==> src/rtl/sig_change_logger_pkg.sv <==
// Shared definitions for the signal change logger.
// Provides the default parameter values, the packed event record at those
// default widths and the toggle-mask helper.
package sig_change_logger_pkg;

    localparam int WIDTH_DEF = 3;
    localparam int DEPTH_DEF = 8;
    localparam int TS_W_DEF  = 16;

    typedef struct packed {
        logic [WIDTH_DEF-1:0] prev;
        logic [WIDTH_DEF-1:0] curr;
        logic [WIDTH_DEF-1:0] mask;
        logic [TS_W_DEF-1:0]  ts;
    } chg_evt_t;

    function automatic logic [WIDTH_DEF-1:0] chg_mask(input logic [WIDTH_DEF-1:0] prev,
                                                      input logic [WIDTH_DEF-1:0] curr);
        return prev ^ curr;
    endfunction

endpackage

==> src/rtl/chg_evt_fifo.sv <==
// Generic show-ahead synchronous FIFO.
// Ports:
//   clk, rst     clock, asynchronous active-high reset (control state only)
//   i_flush      synchronous flush, wins over push/pop
//   i_push/i_din write request and data; accepted when not full, or when
//                full and a pop happens in the same cycle
//   i_pop        read request; ignored when empty
//   o_dout       head entry (valid while !o_empty)
//   o_full, o_empty, o_count  occupancy status
module chg_evt_fifo
    import sig_change_logger_pkg::*;
#(
    parameter int DATA_W = 8,
    parameter int DEPTH  = DEPTH_DEF
) (
    input  logic                       clk,
    input  logic                       rst,
    input  logic                       i_flush,
    input  logic                       i_push,
    input  logic [DATA_W-1:0]          i_din,
    input  logic                       i_pop,
    output logic [DATA_W-1:0]          o_dout,
    output logic                       o_full,
    output logic                       o_empty,
    output logic [$clog2(DEPTH+1)-1:0] o_count
);

    localparam int AW = $clog2(DEPTH);
    localparam int CW = $clog2(DEPTH+1);

    logic [DATA_W-1:0] r_mem [DEPTH];
    logic [AW-1:0]     r_wr_ptr;
    logic [AW-1:0]     r_rd_ptr;
    logic [CW-1:0]     r_count;

    logic w_pop;
    logic w_push;

    assign o_empty = (r_count == '0);
    assign o_full  = (r_count == CW'(DEPTH));
    assign w_pop   = i_pop & ~o_empty;
    // A simultaneous pop frees a slot, so a push into a full FIFO still lands.
    assign w_push  = i_push & (~o_full | w_pop);

    // Pointers wrap naturally because DEPTH is a power of two.
    always_ff @(posedge clk or posedge rst) begin
        if (rst) begin
            r_wr_ptr <= '0;
            r_rd_ptr <= '0;
            r_count  <= '0;
        end else if (i_flush) begin
            r_wr_ptr <= '0;
            r_rd_ptr <= '0;
            r_count  <= '0;
        end else begin
            if (w_push) r_wr_ptr <= r_wr_ptr + 1'b1;
            if (w_pop)  r_rd_ptr <= r_rd_ptr + 1'b1;
            unique case ({w_push, w_pop})
                2'b10:   r_count <= r_count + 1'b1;
                2'b01:   r_count <= r_count - 1'b1;
                default: r_count <= r_count;
            endcase
        end
    end

    always_ff @(posedge clk) begin
        if (w_push && !i_flush) r_mem[r_wr_ptr] <= i_din;
    end

    assign o_dout  = r_mem[r_rd_ptr];
    assign o_count = r_count;

endmodule

==> src/rtl/sig_change_logger.sv <==
// Synchronous change monitor.
// Samples sig_i every enabled clock and queues one event per change:
// {previous value, new value, toggle mask, timestamp of the sample}.
// Ports:
//   clk, rst         clock, asynchronous active-high reset
//   en_i             sampling enable (0 freezes timestamp and previous value)
//   clear_i          synchronous flush: empties queue, clears overflow,
//                    zeroes timestamp, disarms
//   sig_i            monitored vector
//   evt_valid_o/evt_ready_i  show-ahead read handshake
//   evt_prev_o, evt_curr_o, evt_mask_o, evt_time_o   head event fields
//   count_o          events queued
//   overflow_o       sticky: an event was dropped while the queue was full
module sig_change_logger
    import sig_change_logger_pkg::*;
#(
    parameter int WIDTH = WIDTH_DEF,
    parameter int DEPTH = DEPTH_DEF,
    parameter int TS_W  = TS_W_DEF
) (
    input  logic                       clk,
    input  logic                       rst,
    input  logic                       en_i,
    input  logic                       clear_i,
    input  logic [WIDTH-1:0]           sig_i,
    output logic                       evt_valid_o,
    input  logic                       evt_ready_i,
    output logic [WIDTH-1:0]           evt_prev_o,
    output logic [WIDTH-1:0]           evt_curr_o,
    output logic [WIDTH-1:0]           evt_mask_o,
    output logic [TS_W-1:0]            evt_time_o,
    output logic [$clog2(DEPTH+1)-1:0] count_o,
    output logic                       overflow_o
);

    localparam int DATA_W = 3*WIDTH + TS_W;

    logic [TS_W-1:0]   r_ts;
    logic [WIDTH-1:0]  r_prev;
    logic              r_armed;
    logic              r_overflow;

    logic              w_detect;
    logic [DATA_W-1:0] w_din;
    logic [DATA_W-1:0] w_dout;
    logic              w_full;
    logic              w_empty;
    logic              w_valid;
    logic [WIDTH-1:0]  w_h_prev;
    logic [WIDTH-1:0]  w_h_curr;
    logic [WIDTH-1:0]  w_h_mask;
    logic [TS_W-1:0]   w_h_time;

    // The arming sample only loads r_prev; detection starts on the sample after.
    assign w_detect = r_armed & en_i & ~clear_i & (sig_i != r_prev);
    assign w_din    = {r_prev, sig_i, r_prev ^ sig_i, r_ts};

    always_ff @(posedge clk or posedge rst) begin
        if (rst) begin
            r_ts       <= '0;
            r_prev     <= '0;
            r_armed    <= 1'b0;
            r_overflow <= 1'b0;
        end else if (clear_i) begin
            r_ts       <= '0;
            r_armed    <= 1'b0;
            r_overflow <= 1'b0;
        end else begin
            if (en_i) begin
                r_ts    <= r_ts + 1'b1;
                r_prev  <= sig_i;
                r_armed <= 1'b1;
            end
            // Full implies valid, so ready alone tells whether a slot frees up.
            if (w_detect && w_full && !evt_ready_i) r_overflow <= 1'b1;
        end
    end

    chg_evt_fifo #(
        .DATA_W (DATA_W),
        .DEPTH  (DEPTH)
    ) u_fifo (
        .clk     (clk),
        .rst     (rst),
        .i_flush (clear_i),
        .i_push  (w_detect),
        .i_din   (w_din),
        .i_pop   (evt_ready_i),
        .o_dout  (w_dout),
        .o_full  (w_full),
        .o_empty (w_empty),
        .o_count (count_o)
    );

    assign w_valid = ~w_empty;
    assign {w_h_prev, w_h_curr, w_h_mask, w_h_time} = w_dout;

    // Storage is not reset, so head fields are forced to zero while empty.
    assign evt_valid_o = w_valid;
    assign evt_prev_o  = w_valid ? w_h_prev : '0;
    assign evt_curr_o  = w_valid ? w_h_curr : '0;
    assign evt_mask_o  = w_valid ? w_h_mask : '0;
    assign evt_time_o  = w_valid ? w_h_time : '0;
    assign overflow_o  = r_overflow;

endmodule

==> config.mk <==
export PLATFORM = sky130hd
export DESIGN_NAME = sig_change_logger
export DESIGN_NICKNAME = d
export VERILOG_FILES = /design/src/rtl/sig_change_logger_pkg.sv /design/src/rtl/chg_evt_fifo.sv /design/src/rtl/sig_change_logger.sv
export SDC_FILE = /design/constraint.sdc
export NUM_CORES = 1
export LEC_CHECK = 0
export BUFFER_PORTS_ARGS = -buffer_cell sky130_fd_sc_hd__buf_2
export CAP_MARGIN = 20
export CORE_UTILIZATION = 45
export DETAILED_ROUTE_END_ITERATION = 10
export GPL_TIMING_DRIVEN = 0
export PLACE_DENSITY_LB_ADDON = 0.15
export RECOVER_POWER = 50
export SYNTH_ARGS = -nofsm -noshare
export SYNTH_HDL_FRONTEND = slang
export SYNTH_SLANG_ARGS = --single-unit
==> constraint.sdc <==
create_clock -name clk -period 4.95 [get_ports clk]
set_clock_uncertainty 0.05 [all_clocks]
set_input_delay 0.2475 -clock clk [delete_from_list [all_inputs] [get_ports clk]]
set_output_delay 0.2475 -clock clk [all_outputs]
set_load 0.05 [all_outputs]
; ---- Word-level counts from Yosys, hierarchy flattened
; Memories as Yosys holds them, arrays and structs flattened.
; Cells that the tools add are included.
[totals]
regBits = 31
ramBits = 200
in_bits = 8
memories = 1
[memory_table]
columns = memory, words, width, rd, rd_clocked_by_memory_dff, write_ports, line
row1 = u_fifo.r_mem, 8, 25, 1, 0, 1, chg_evt_fifo.sv:31  ; logic [DATA_W-1:0] r_mem [DEPTH];
[classes]
n_addsub = 5
n_eq_ne = 4
mux = 18
bitwise_logic = 10
n_reduce_logical = 12
[op_table]
columns = operator, count
row1 = $mux 16, 3
row2 = $mux 3, 7
row3 = $add 16x1->16 const B, 1
row4 = $pmux 4 s2, 1
row5 = $reduce_bool 2->1, 4
row6 = $add 3x1->3 const B, 2
row7 = $mux 1, 6
row8 = $and 1x1->1, 5
row9 = $add 4x1->4 const B, 1
row10 = $eq 4x4->1 const B, 1
row11 = $logic_not 4->1, 1
row12 = $mux 4, 1
row13 = $sub 4x1->4 const B, 1
row14 = $logic_and 1x1->1, 3
row15 = $ne 3x3->1, 1
row16 = $not 1->1, 3
row17 = $reduce_bool 3->1, 1
row18 = $xor 3x3->3, 1
row19 = $eq 2x1->1 const B, 1
row20 = $eq 2x2->1 const B, 1
row21 = $logic_not 1->1, 2
row22 = $reduce_and 2->1, 1
row23 = $or 1x1->1, 1

; ---- Longest topological paths before layout
; Gate-level depths: netlist of the first run.
[logic_depth]
word_depth = 8
ltp_mapped = 11
mapped_depth_nobuf = 10

; ---- By module
; From an unflattened synthesis of the first run, not the netlist that was laid out.
[unflattened]
cells_unflattened = 499
area_unflattened_um2 = 9655.5
[by_module_without_submodules]
columns = module, instances, cells_each, area_each_um2, seq_area_each_um2
row1 = chg_evt_fifo, 1, 369, 8421.8, 6256.0
row2 = sig_change_logger, 1, 130, 1233.7, 525.5

; ---- Worst setup path after synthesis of the first run
; No wires, ideal clock.
[synth_path]
path_type = register to register
from = register u_fifo.r_count[0] (netlist: u_fifo.o_count[0])
to = memory u_fifo.r_mem[0][0] (netlist bit) (enable)
arrival_ns = 3.147
t_required_ns = 4.462
path_slack_ns = 1.315
stages_incl_launch_ff = 6
n_path_buf = 0
cell_sequence = dfrtp_1 > nor3_1 > nand3b_1 > and2_1 > nand2b_1 > nor3_1
[synth_via]
elab_chain_len = 8
elab_cells_between_ends = 10
[synth_lines]
columns = item, line
row1 = start: declaration, chg_evt_fifo.sv:34  ; logic [CW-1:0] r_count;
row2 = start signal: assignment, chg_evt_fifo.sv:59  ; 2'b10: r_count <= r_count + 1'b1;
row3 = start signal: assignment, chg_evt_fifo.sv:60  ; 2'b01: r_count <= r_count - 1'b1;
row4 = start signal: assignment, chg_evt_fifo.sv:61  ; default: r_count <= r_count;
row5 = $logic_not 4->1, chg_evt_fifo.sv:39  ; assign o_empty = (r_count == '0);
row6 = $not 1->1, chg_evt_fifo.sv:41  ; assign w_pop = i_pop & ~o_empty;
row7 = $and 1x1->1, chg_evt_fifo.sv:41
row8 = $or 1x1->1 *, chg_evt_fifo.sv:43  ; assign w_push = i_push & (~o_full | w_pop);
row9 = $and 1x1->1 *, chg_evt_fifo.sv:43
row10 = $logic_and 1x1->1 *, chg_evt_fifo.sv:67  ; if (w_push && !i_flush) r_mem[r_wr_ptr] <= i_din;
row11 = $mux 1 *, chg_evt_fifo.sv:67
row12 = $mux 1 (implied by the code) *, chg_evt_fifo.sv:67
row13 = end: declaration, chg_evt_fifo.sv:31
; Mark *: on every way between the ends. The rest lies on a longest branch, timed or not.

; ---- Worst setup path in the final report of the first run
[layout_path]
from = input port sig_i[2]
to = memory u_fifo.r_mem[0][5] (netlist bit) (enable)
[layout_via]
elab_chain_len = 6
[layout_lines]
columns = item, line
row1 = start: declaration, sig_change_logger.sv:25  ; input logic [WIDTH-1:0] sig_i,
row2 = $ne 3x3->1, sig_change_logger.sv:55  ; assign w_detect = r_armed & en_i & ~clear_i & (sig_i != r_prev);
row3 = $and 1x1->1, sig_change_logger.sv:55
row4 = $and 1x1->1, chg_evt_fifo.sv:43
row5 = $logic_and 1x1->1, chg_evt_fifo.sv:67
row6 = $mux 1, chg_evt_fifo.sv:67
row7 = $mux 1 (implied by the code), chg_evt_fifo.sv:67
; No other way between the ends.

==> results of run 1 <==
==> sequential cells by signal (all words and copies together), names as in the netlist <==
name	cells
overflow_o	1
r_ts	16
r_prev	3
u_fifo.r_wr_ptr	3
u_fifo.r_rd_ptr	3
u_fifo.r_mem	200
u_fifo.o_count	4
r_armed	1
==> worst max-delay path, cell delays in order <==
cell	delay, ns
dlygate4sd3_1	0.53
clkbuf_1	0.34
xnor2_1	0.19
a31oi_2	0.46
and2_1	0.29
nand2b_1	0.26
nor3_2	0.68
buf_4	0.34
==> area by class of cell <==
type | instances | area, µm²
Buffer | 23 | 106
Clock buffer | 36 | 707
Clock inverter | 6 | 53.8
Fill cell | 1646 | 9370
Inverter | 8 | 30.0
Multi-Input combinational cell | 226 | 2380
Sequential cell | 231 | 6780
Tap cell | 270 | 338
Timing Repair Buffer | 52 | 412
==> layout by cell type (no fill, tap or decap), types with 2 or more instances in the layout <==
cell,count
nand2b_1,3
buf_6,6
nor2_1,53
clkbuf_8,4
edfxtp_1,200
mux2i_1,32
ha_1,5
nand4_1,3
inv_1,7
nor2_4,6
nand2_1,13
dfrtp_1,31
nand3b_1,4
and4_1,3
clkbuf_1,29
dlygate4sd3_1,2
nand3_1,4
a21oi_1,4
buf_2,38
mux4_2,50
clkinv_1,3
clkbuf_16,25
or3_1,3
nor2b_1,3
buf_16,4
buf_12,2
nor3_2,2
xnor2_1,11
o21ai_1,2
xor2_1,10
mux2_1,4
==> final timing paths <==
kind / slack [ns] / from / cells past startpoint / endpoint
worst max-delay path: 1.76 / sig_i[2] / 8 / u_fifo.r_mem[0][5]$_DFFE_PP_
worst max register to register: 1.82 / r_prev[0]$_DFFE_PP0P_ / 6 / u_fifo.r_mem[0][5]$_DFFE_PP_
max in group asynchronous: 3.03 / rst / 4 / r_ts[5]$_DFFE_PP0P_
worst min register to register: 0.48 / r_armed$_DFFE_PP0P_ / 2 / r_armed$_DFFE_PP0P_
worst min-delay path: 0.05 / en_i / 3 / r_armed$_DFFE_PP0P_
min in group asynchronous: 0.25 / rst / 3 / u_fifo.o_count[1]$_DFFE_PP0P_
==> power by group <==
part | leakage [nW] | switching (mW) | total, mW | internal, mW
logic | 1.04 | 1.00 | 1.41 | 0.407
clock network | 0.368 | 0.687 | 1.72 | 1.03
registers | 2.30 | 0.0510 | 2.21 | 2.15
==> stage by stage <==
stage	TNS (ns)	cell area [µm²]
2_1_floorplan	0	9240
3_3_place_gp	-39.62	9760
3_5_place_dp	0	10100
4_1_cts	0	10800
5_1_grt	0	10800
6_report	0	10800
==> synthesized netlist by cell type (4+ instances only) <==
| master | instances |
|---|---|
| a21oi_1 | 4 |
| buf_2 | 10 |
| clkbuf_1 | 12 |
| dfrtp_1 | 31 |
| edfxtp_1 | 200 |
| ha_1 | 5 |
| inv_1 | 7 |
| mux2_1 | 4 |
| mux2i_1 | 32 |
| mux4_2 | 50 |
| nand2_1 | 13 |
| nand3_1 | 4 |
| nand3b_1 | 4 |
| nor2_1 | 59 |
| xnor2_1 | 11 |
| xor2_1 | 10 |
==> metal layers <==
layer	track usage, %	wire (µm)	part of all wire [%]
met1	23.0	7740	42
met2	32.1	9550	52
met3	2.67	541	2.9
met5	0	0	0
met4	5.68	548	3.0
==> cells by family (layout without fill, tap and decap cells) <==
kind of cell             Yosys count  after routing
adder cells (fa/ha/maj)            6              6
XOR/XNOR                          21             21
buffers and inverters             31            125
multiplexers                      86             86
flip-flops                       231            231
AO/OA/AOI/OAI                     10             10
AND/OR/NAND/NOR                  103            103
==> repair_timing <==
action,in CTS,in global routing
hold endpoints to repair,17,0
endpoints found under the setup margin,0,0
hold buffers,2,0
==> summary.md, run 1 <==
| Metric | Value |
|---|---|
| Post-synthesis xor/xnor area fraction | `1.99%` |
| # clock sinks | `231` |
| Pin count of the biggest net entering global routing | `23` |
| Inst Count DP | `808` |
| Worst vdd ir | `0.402 mV` |
| Final min period | `3.19 ns` |
| Final hold violations | `0` |
| Startpoint Class | `input port` |
| Sequential fraction of the synthesis area | `73.4%` |
| Post_cts resized | `0` |
| Final Power | `5.34 mW` |
| Final worst slack | `1.76 ns` |
| Slew HR | `12.4%` |
| YS warnings | `0` |
| Slew Limit Fails | `0` |
| Die footprint | `21100 µm²` |
| Clk buf depth | `3` |
| Final setup viols | `0` |
| Placed wire-length estimate | `11700 µm` |
| Grt total ovfl | `0` |
| RSZ-0062 raised after global routing | `no` |
| IO buf count | `37` |
| Netlist cell types | `35` |
| WL/cell | `21.6 µm` |
| Placer Congestion | `0.722` |
| Mux contribution to synthesized area | `16.1%` |
| Synth Flop Type | `edfxtp_1` |
| Drt initial violations | `236` |
| Synth Area in Simple Gates | `5.35%` |
| Syn_nets | `502` |
| Fin Hold WS | `0.0510 ns` |
| Die width | `145 µm` |
| Root buffer cell | `clkbuf_16` |
| Via count | `4532` |
| Largest family of logic cells by synthesized area | `multiplexers` |
| DP Worst Slack | `1.83 ns` |
| DRT Wirelength | `18400 µm` |
| Antenna diodes | `0` |
| Cell Pwr Density | `494 nW/µm²` |
| Post-synth top area share | `65.0%` |
| Die Y | `145 µm` |
| Clk_lat worst skew | `0.51 ns` |
| Postcts setup bufs | `0` |
| Util after Layout | `53.6%` |
| # Max-Cap Violations | `0` |
| Synth Area in Compound Gates | `0.745%` |
| Classification of the worst setup path | `input port to register` |
| Leak | `3.71 nW` |
| Layout cells sized above 1 | `25.3%` |
| First-pass GRT wire length | `28400 µm` |
| Ys async rst share | `13.4%` |
| DR DRC count | `0` |
| Initial Util | `45.8%` |
| #FFs+latches synth | `231` |
| Status | `finished, final reports clean` |
| H-tree Lvls | `1` |
| Post-Synth Adder-Cell Area | `0.894%` |
| Clock transition at path regs | `0.06 ns` |
| HP Class | `input port to register` |
| EDFF count, synth | `200` |
| Placeable Area | `20200 µm²` |
| Row cnt | `52` |
| Vias in the first global route | `4896` |
| Critical Path Fanout Max | `10` |
| Final Non-Filler Cells | `852` |
| Initial antenna violation count | `0` |
| Ports | `39` |
| Cell count after synthesis | `488` |
| CTS tree | `yes` |
| Crit path DAT | `3.35 ns` |
| Drt pass-1 iters | `4` |
| Area Overhead vs Synth | `16.9%` |
| CP endpoint kind | `register` |
| Avg Cell Area, Syn | `18.9 µm²` |
| ANT nets after route | `0` |
| Fin crit share | `64.5%` |
| Nets@finish | `580` |
| Global-route usage over all layers | `18.1%` |
| Slew @ Worst Pin | `1.31 ns` |
| DR vias/cell | `5.32` |
| Peak Freq | `313 MHz` |
| Area contributors post-synth | `edfxtp_1 65%, mux4_2 12%, dfrtp_1 8.4%` |
| CTS Buf Count | `24` |
| Synthesized area | `9240 µm²` |
| WP data required | `5.10 ns` |
| Cell taking the most area after synthesis | `edfxtp_1` |
Note: power is estimated with default switching activity, not from simulation.
==> inputs of run 2 (changes only) <==
clock period = 3.13 ns   (was 4.95 ns; I/O delays follow)
==> run 2 against run 1 <==
Effect of this change:
- non-clock buffer count is 6 higher
- count of clock-buffer cells in the layout is 7 lower
- worst hold slack worse by 0.012 ns
- combinational power is 60% higher
- setup slack worse by 1.5 ns
- register-to-register slack worse by 1.6 ns
- sequential cell count stayed put
- core utilization is 0.64 points higher
- via count is 1.9% higher
- total power is 60% higher
- critical path type is now register to register
- critical endpoint is now u_fifo.r_mem[2][12]$_DFFE_PP_
- largest power group unchanged
==> summary.md, run 2 (synthesized netlist as in run 1, its figures left out) <==
| Metric | Value |
|---|---|
| Final min period | `2.88 ns` |
| Via count | `4617 (was 4532)` |
| Critical-path top delay cell | `nor2_4 (was nor3_2)` |
| # Max-Cap Violations | `0 (unchanged)` |
| Drt pass-1 iters | `4 (unchanged)` |
| Peak Freq | `347 MHz` |
| First-pass GRT wire length | `28700 µm (was 28400 µm)` |
| Switching share of power | `32.7% (about the same)` |
| Pin count of the biggest net entering global routing | `23 (unchanged)` |
| Inst Count DP | `806 (was 808)` |
| Die width | `145 µm (unchanged)` |
| Internal Power | `5.76 mW (was 3.59 mW)` |
| Biggest register | `u_fifo.r_mem (unchanged)` |
| Placed Area | `10100 µm² (about the same)` |
| CP Buf/Inv Count | `1 (was 3)` |
| Slew Limit Fails | `0 (unchanged)` |
| Clock network power share | `32.9% (was 32.2%)` |
| Largest register FFs | `200 (unchanged)` |
| Fin crit share | `92.1%` |
| Placeable Area | `20200 µm² (unchanged)` |
| Status | `finished, final reports clean (unchanged)` |
| DRT Wirelength | `18400 µm (about the same)` |
| Final worst slack | `0.247 ns (was 1.76 ns)` |
| Row cnt | `52 (unchanged)` |
| DR DRC count | `0 (unchanged)` |
| Hold Crit Endpoint | `u_fifo.o_count[3]$_DFFE_PP0P_ (was r_armed$_DFFE_PP0P_)` |
| Die footprint | `21100 µm² (unchanged)` |
| Initial antenna violation count | `0 (unchanged)` |
| Sequential power share | `40.7% (was 41.3%)` |
| Initial Util | `45.8% (unchanged)` |
| DP Worst Slack | `0.0428 ns (was 1.83 ns)` |
| P_sw | `2.80 mW (was 1.74 mW)` |
| CP delay by family, top | `simple AND/OR/NAND/NOR gates (unchanged)` |
| Leak | `3.68 nW (was 3.71 nW)` |
| IO buf count | `37 (unchanged)` |
| Slew @ Worst Pin | `1.27 ns (was 1.31 ns)` |
| Area Overhead vs Synth | `18.3% (was 16.9%)` |
| RSZ-0062 raised after global routing | `no (unchanged)` |
| CTS tree | `yes (unchanged)` |
| Final setup viols | `0 (unchanged)` |
| Final hold violations | `0 (unchanged)` |
| Placed wire-length estimate | `11900 µm (was 11700 µm)` |
| Fillers | `1616 (was 1646)` |
| Global-route usage over all layers | `18.3% (was 18.1%)` |
| Classification of the worst setup path | `register to register (was input port to register)` |
| CTS Buf Count | `24 (unchanged)` |
| Vias in the first global route | `4869 (was 4896)` |
| HP Class | `input port to register (unchanged)` |
| FF-to-FF End | `u_fifo.r_mem[2][12]$_DFFE_PP_ (was u_fifo.r_mem[0][5]$_DFFE_PP_)` |
| Final Cell Area | `10900 µm² (was 10800 µm²)` |
| Setup TNS | `0 ns (unchanged)` |
| WP data required | `3.28 ns (was 5.10 ns)` |
| Drt initial violations | `333 (was 236)` |
| Multi-input gate area | `2390 µm² (was 2380 µm²)` |
| Hold depth | `3 (unchanged)` |
| Commonest non-fill, non-tap cell in the layout | `edfxtp_1 (unchanged)` |
| Sequential standard cell area | `6780 µm² (unchanged)` |
| # clock sinks | `231 (unchanged)` |
| ANT nets after route | `0 (unchanged)` |
| H-tree Lvls | `1 (unchanged)` |
| CP endpoint kind | `register (unchanged)` |
| Crit path DAT | `3.04 ns (was 3.35 ns)` |
| Nets@finish | `586 (was 580)` |
| Reg2Reg Depth | `6 (unchanged)` |
| Clock transition at path regs | `0.06 ns (about the same)` |
| CP cell instances | `xnor2_1 -> a31oi_2 -> and2_1 -> nand2b_1 -> nor2_4 -> buf_16 (was dlygate4sd3_1 -> clkbuf_1 -> xnor2_1 -> a31oi_2 -> and2_1 -> nand2b_1 -> nor3_2 -> buf_4)` |
| R2R Setup Slk | `0.25 ns (was 1.82 ns)` |
| Final Non-Filler Cells | `860 (was 852)` |
| Slew HR | `15.5% (was 12.4%)` |
| Ports | `39 (unchanged)` |
| Die Y | `145 µm (unchanged)` |
| Worst vdd ir | `0.432 mV (was 0.402 mV)` |
| Max stage delay on crit path | `0.55 ns (was 0.68 ns)` |
| Clk_lat worst skew | `0.50 ns (was 0.51 ns)` |
| Critical Path Fanout Max | `14 (was 10)` |
| Worst reg2reg startpoint | `r_prev[0]$_DFFE_PP0P_ (unchanged)` |
| Root buffer cell | `clkbuf_16 (unchanged)` |
| WL/cell | `21.4 µm (was 21.6 µm)` |
| Antenna diodes | `0 (unchanged)` |
| Cell Pwr Density | `783 nW/µm² (was 494 nW/µm²)` |
| Placer Congestion | `0.752 (was 0.722)` |
| Worst Hold Launch | `clear_i (was en_i)` |
| Most frequent cells in the layout | `200 x edfxtp_1, 53 x nor2_1, 50 x mux4_2 (unchanged)` |
| Comb power frac | `26.4% (was 26.5%)` |
| Startpoint Class | `register (was input port)` |
| Grt total ovfl | `0 (unchanged)` |
| Layout cells sized above 1 | `26.1% (was 25.3%)` |
| Clk buf depth | `3 (unchanged)` |
| DR vias/cell | `5.37 (was 5.32)` |
run 2: cell type report:
cell class	instances	share of cell area (%)
clock buffer	29	5.86
multi-input combinational	226	21.8
timing repair buffer	58	4.57
sequential	231	62.0
tap	270	3.09
buffer	23	0.961
clock inverter	15	1.37
inverter	8	0.275
run 2: metal layers:
layer  part of all wire, %  vias to the layer above  GRT usage (%)  routed length (µm)
li1                      -                     2074              -                   -
met1                    44                     2435           25.4                8110
met2                    51                       84           30.8                9330
met3                   3.2                       24           2.36                 581
met4                   1.8                        0           5.05                 339
met5                     0                        -              0                   0
run 2: stage by stage:
| step | power, mW | hold WS (ns) | utilization [%] |
|---|---|---|---|
| final | 8.56 | 0.0390 | 54.2 |
| after detailed placement | 5.83 | 0.177 | 50.0 |
| after floorplan | 5.28 | 0.205 | - |
| after global routing | 8.88 | 0.0540 | 54.2 |
| after CTS | 8.64 | 0.00481 | 54.1 |
| after global placement | 5.80 | 0.417 | 48.4 |
run 2: worst register-to-register path, stage by stage (launching register included):
cell	delay [ns]
dfrtp_1	0.48
xnor2_1	0.24
a31oi_2	0.45
and2_1	0.28
nand2b_1	0.28
nor2_4	0.56
buf_16	0.23
run 2: worst max path at each step:
stage	end	slack, ns	depth (start not counted)	start
finish	u_fifo.r_mem[2][12]$_DFFE_PP_	0.25	6	r_prev[0]$_DFFE_PP0P_
detailed placement	u_fifo.o_count[3]$_DFFE_PP0P_	0.04	11	u_fifo.o_count[2]$_DFFE_PP0P_
global route	u_fifo.r_mem[2][12]$_DFFE_PP_	0.01	6	r_prev[0]$_DFFE_PP0P_
global placement	u_fifo.r_mem[2][2]$_DFFE_PP_	-1.23	5	r_prev[0]$_DFFE_PP0P_
CTS	u_fifo.r_mem[0][1]$_DFFE_PP_	0.02	7	r_prev[0]$_DFFE_PP0P_
floorplan	u_fifo.o_count[3]$_DFFE_PP0P_	0.05	11	u_fifo.o_count[2]$_DFFE_PP0P_
run 2: repair_timing:
action,4_1_cts,5_1_grt
setup buffers,0,5
endpoints found under the setup margin,0,26
resized for setup,0,0
hold buffers,5,0
endpoints found under the hold margin,37,0
run 2: power by group through the flow:
stage | registers, mW | clock network [mW] | logic (mW)
3_3_place_gp | 3.54 | 0 | 2.26
6_report | 3.49 | 2.82 | 2.26
2_1_floorplan | 3.61 | 0 | 1.67
4_1_cts | 3.49 | 2.86 | 2.29
3_5_place_dp | 3.55 | 0 | 2.28
5_1_grt | 3.50 | 2.98 | 2.40
==> inputs of run 3 (changes only) <==
RECOVER_POWER = not set   (was 50)
==> run 3 against run 2 <==
Effect of this change:
- register-to-register slack is essentially flat
- global-route usage unchanged
- critical endpoint unchanged
- non-clock buffer count did not move
- first-iteration DRC count shrank 4.8%
- die area is the same
- count of clock-buffer cells in the layout unchanged
- final cell count is the same
- largest cell class unchanged
==> summary.md, run 3 (synthesized netlist as in run 1, its figures left out) <==
| Metric | Value |
|---|---|
| Commonest non-fill, non-tap cell in the layout | `edfxtp_1 (unchanged)` |
| Cell Pwr Density | `781 nW/µm² (was 783 nW/µm²)` |
| Fin crit share | `92.3% (was 92.1%)` |
| Vias in the first global route | `4869 (unchanged)` |
| # clock sinks | `231 (unchanged)` |
| R2R Setup Slk | `0.24 ns (was 0.25 ns)` |
| IO buf count | `37 (unchanged)` |
| Die Y | `145 µm (unchanged)` |
| Critical-path top delay cell | `nor2_4 (unchanged)` |
| Biggest register | `u_fifo.r_mem (unchanged)` |
| Initial antenna violation count | `0 (unchanged)` |
| Final setup viols | `0 (unchanged)` |
| Slew @ Worst Pin | `0.827 ns (was 1.27 ns)` |
| Final Non-Filler Cells | `860 (unchanged)` |
| Worst vdd ir | `0.432 mV (about the same)` |
| Critical Path Fanout Max | `14 (unchanged)` |
| Worst Hold Launch | `clear_i (unchanged)` |
| Clk_lat worst skew | `0.50 ns (about the same)` |
| Placed wire-length estimate | `11900 µm (unchanged)` |
| Antenna diodes | `0 (unchanged)` |
| Drt initial violations | `317 (was 333)` |
| CTS tree | `yes (unchanged)` |
| Final hold violations | `0 (unchanged)` |
| RSZ-0062 raised after global routing | `no (unchanged)` |
| Global-route usage over all layers | `18.3% (unchanged)` |
| Final Power | `8.57 mW (was 8.56 mW)` |
| WL/cell | `21.3 µm (was 21.4 µm)` |
| Most frequent cells in the layout | `200 x edfxtp_1, 53 x nor2_1, 50 x mux4_2 (unchanged)` |
| Max stage delay on crit path | `0.56 ns (was 0.55 ns)` |
| Die width | `145 µm (unchanged)` |
| Crit path DAT | `3.04 ns (about the same)` |
| Setup TNS | `0 ns (unchanged)` |
| Ports | `39 (unchanged)` |
| Die footprint | `21100 µm² (unchanged)` |
| Fin Hold WS | `0.0190 ns (was 0.0390 ns)` |
| Routed wl met2 | `9300 µm (was 9330 µm)` |
| CP endpoint kind | `register (unchanged)` |
| WP data required | `3.28 ns (about the same)` |
| Metal3 WL | `553 µm (was 581 µm)` |
| Nets@finish | `586 (unchanged)` |
| Layout cells sized above 1 | `27.6% (was 26.1%)` |
| Status | `finished, final reports clean (unchanged)` |
| Largest register FFs | `200 (unchanged)` |
| First-pass GRT wire length | `28700 µm (unchanged)` |
| Worst reg2reg startpoint | `r_prev[0]$_DFFE_PP0P_ (unchanged)` |
| Slew Limit Fails | `0 (unchanged)` |
| CP cell instances | `xnor2_1 -> a31oi_2 -> and2_1 -> nand2b_1 -> nor2_4 -> buf_16 (unchanged)` |
| Peak Freq | `346 MHz (was 347 MHz)` |
| FF-to-FF End | `u_fifo.r_mem[2][12]$_DFFE_PP_ (unchanged)` |
| H-tree Lvls | `1 (unchanged)` |
| Wl on met1 | `8150 µm (was 8110 µm)` |
| Root buffer cell | `clkbuf_16 (unchanged)` |
| Pin count of the biggest net entering global routing | `23 (unchanged)` |
| Classification of the worst setup path | `register to register (unchanged)` |
| Initial Util | `45.8% (unchanged)` |
| Area Overhead vs Synth | `18.7% (was 18.3%)` |
| Grt total ovfl | `0 (unchanged)` |
| Fillers | `1607 (was 1616)` |
| Hold depth | `3 (unchanged)` |
| Leak | `3.72 nW (was 3.68 nW)` |
| DRT Wirelength | `18300 µm (was 18400 µm)` |
| Clk buf depth | `3 (unchanged)` |
| Reg2Reg Depth | `6 (unchanged)` |
| Hold Crit Endpoint | `u_fifo.o_count[3]$_DFFE_PP0P_ (unchanged)` |
| Startpoint Class | `register (unchanged)` |
| Inst Count DP | `806 (unchanged)` |
| Final min period | `2.89 ns (was 2.88 ns)` |
| Placeable Area | `20200 µm² (unchanged)` |
| Via count | `4602 (was 4617)` |
| Top Metal Used | `met4 (unchanged)` |
| ANT nets after route | `0 (unchanged)` |
| Placer Congestion | `0.752 (unchanged)` |
| # Max-Cap Violations | `0 (unchanged)` |
| CTS Buf Count | `24 (unchanged)` |
| DR vias/cell | `5.35 (was 5.37)` |
| HP Class | `input port to register (unchanged)` |
| Drt pass-1 iters | `6 (was 4)` |
| Row cnt | `52 (unchanged)` |
| Clock transition at path regs | `0.06 ns (about the same)` |
| DR DRC count | `0 (unchanged)` |
| Slew HR | `44.9% (was 15.5%)` |
run 3: worst max path at each step:
stage	startpoint	endpoint	slack [ns]	depth (start not counted)
after CTS	r_prev[0]$_DFFE_PP0P_	u_fifo.r_mem[0][1]$_DFFE_PP_	0.02	7
after detailed placement	u_fifo.o_count[2]$_DFFE_PP0P_	u_fifo.o_count[3]$_DFFE_PP0P_	0.04	11
after floorplan	u_fifo.o_count[2]$_DFFE_PP0P_	u_fifo.o_count[3]$_DFFE_PP0P_	0.05	11
after global routing	r_prev[0]$_DFFE_PP0P_	u_fifo.r_mem[2][12]$_DFFE_PP_	0.01	6
final	r_prev[0]$_DFFE_PP0P_	u_fifo.r_mem[2][12]$_DFFE_PP_	0.24	6
after global placement	r_prev[0]$_DFFE_PP0P_	u_fifo.r_mem[2][2]$_DFFE_PP_	-1.23	5
run 3: report_power, final:
group          internal, mW  switching, mW
logic                 0.664           1.60
registers              3.41         0.0785
clock network          1.70           1.11
run 3: stage by stage:
stage	setup slack [ns]	utilization (%)	instance area, µm²
finish	0.242	54.4	11000
detailed placement	0.0428	50.0	10100
global route	0.0121	54.4	11000
CTS	0.0237	54.1	10900
floorplan	0.0527	-	9250
global placement	-1.23	48.4	9770
run 3: repair_timing:
item / CTS / global route
hold endpoints to repair: 37 / 0
setup buffers: 0 / 5
setup endpoints to repair: 0 / 26
gates resized for setup: 0 / 0
hold buffers: 5 / 0
run 3: cell type report:
| cell class | count | area [µm²] | share of cell area [%] |
|---|---|---|---|
| well taps | 270 | 338 | 3.08 |
| flip-flops and latches | 231 | 6780 | 61.8 |
| inverters | 8 | 30.0 | 0.274 |
| clock inverters | 15 | 150 | 1.37 |
| repair buffers | 58 | 532 | 4.85 |
| clock buffers | 29 | 641 | 5.84 |
| multi-input cells | 226 | 2390 | 21.8 |
| plain buffers | 23 | 106 | 0.970 |
run 3: critical path, delay by kind of cell, from the launching register on:
family                 cells  cell delay (ns)
buffers and inverters      1             0.23
flip-flops                 1             0.48
AND/OR/NAND/NOR            3             1.12
XOR/XNOR                   1             0.24
AO/OA/AOI/OAI              1             0.45
run 3: routing by layer:
metal,vias up,global-route usage (%)
met5,-,0
met4,0,5.05
met3,24,2.36
met2,89,30.8
met1,2412,25.4
li1,2077,-
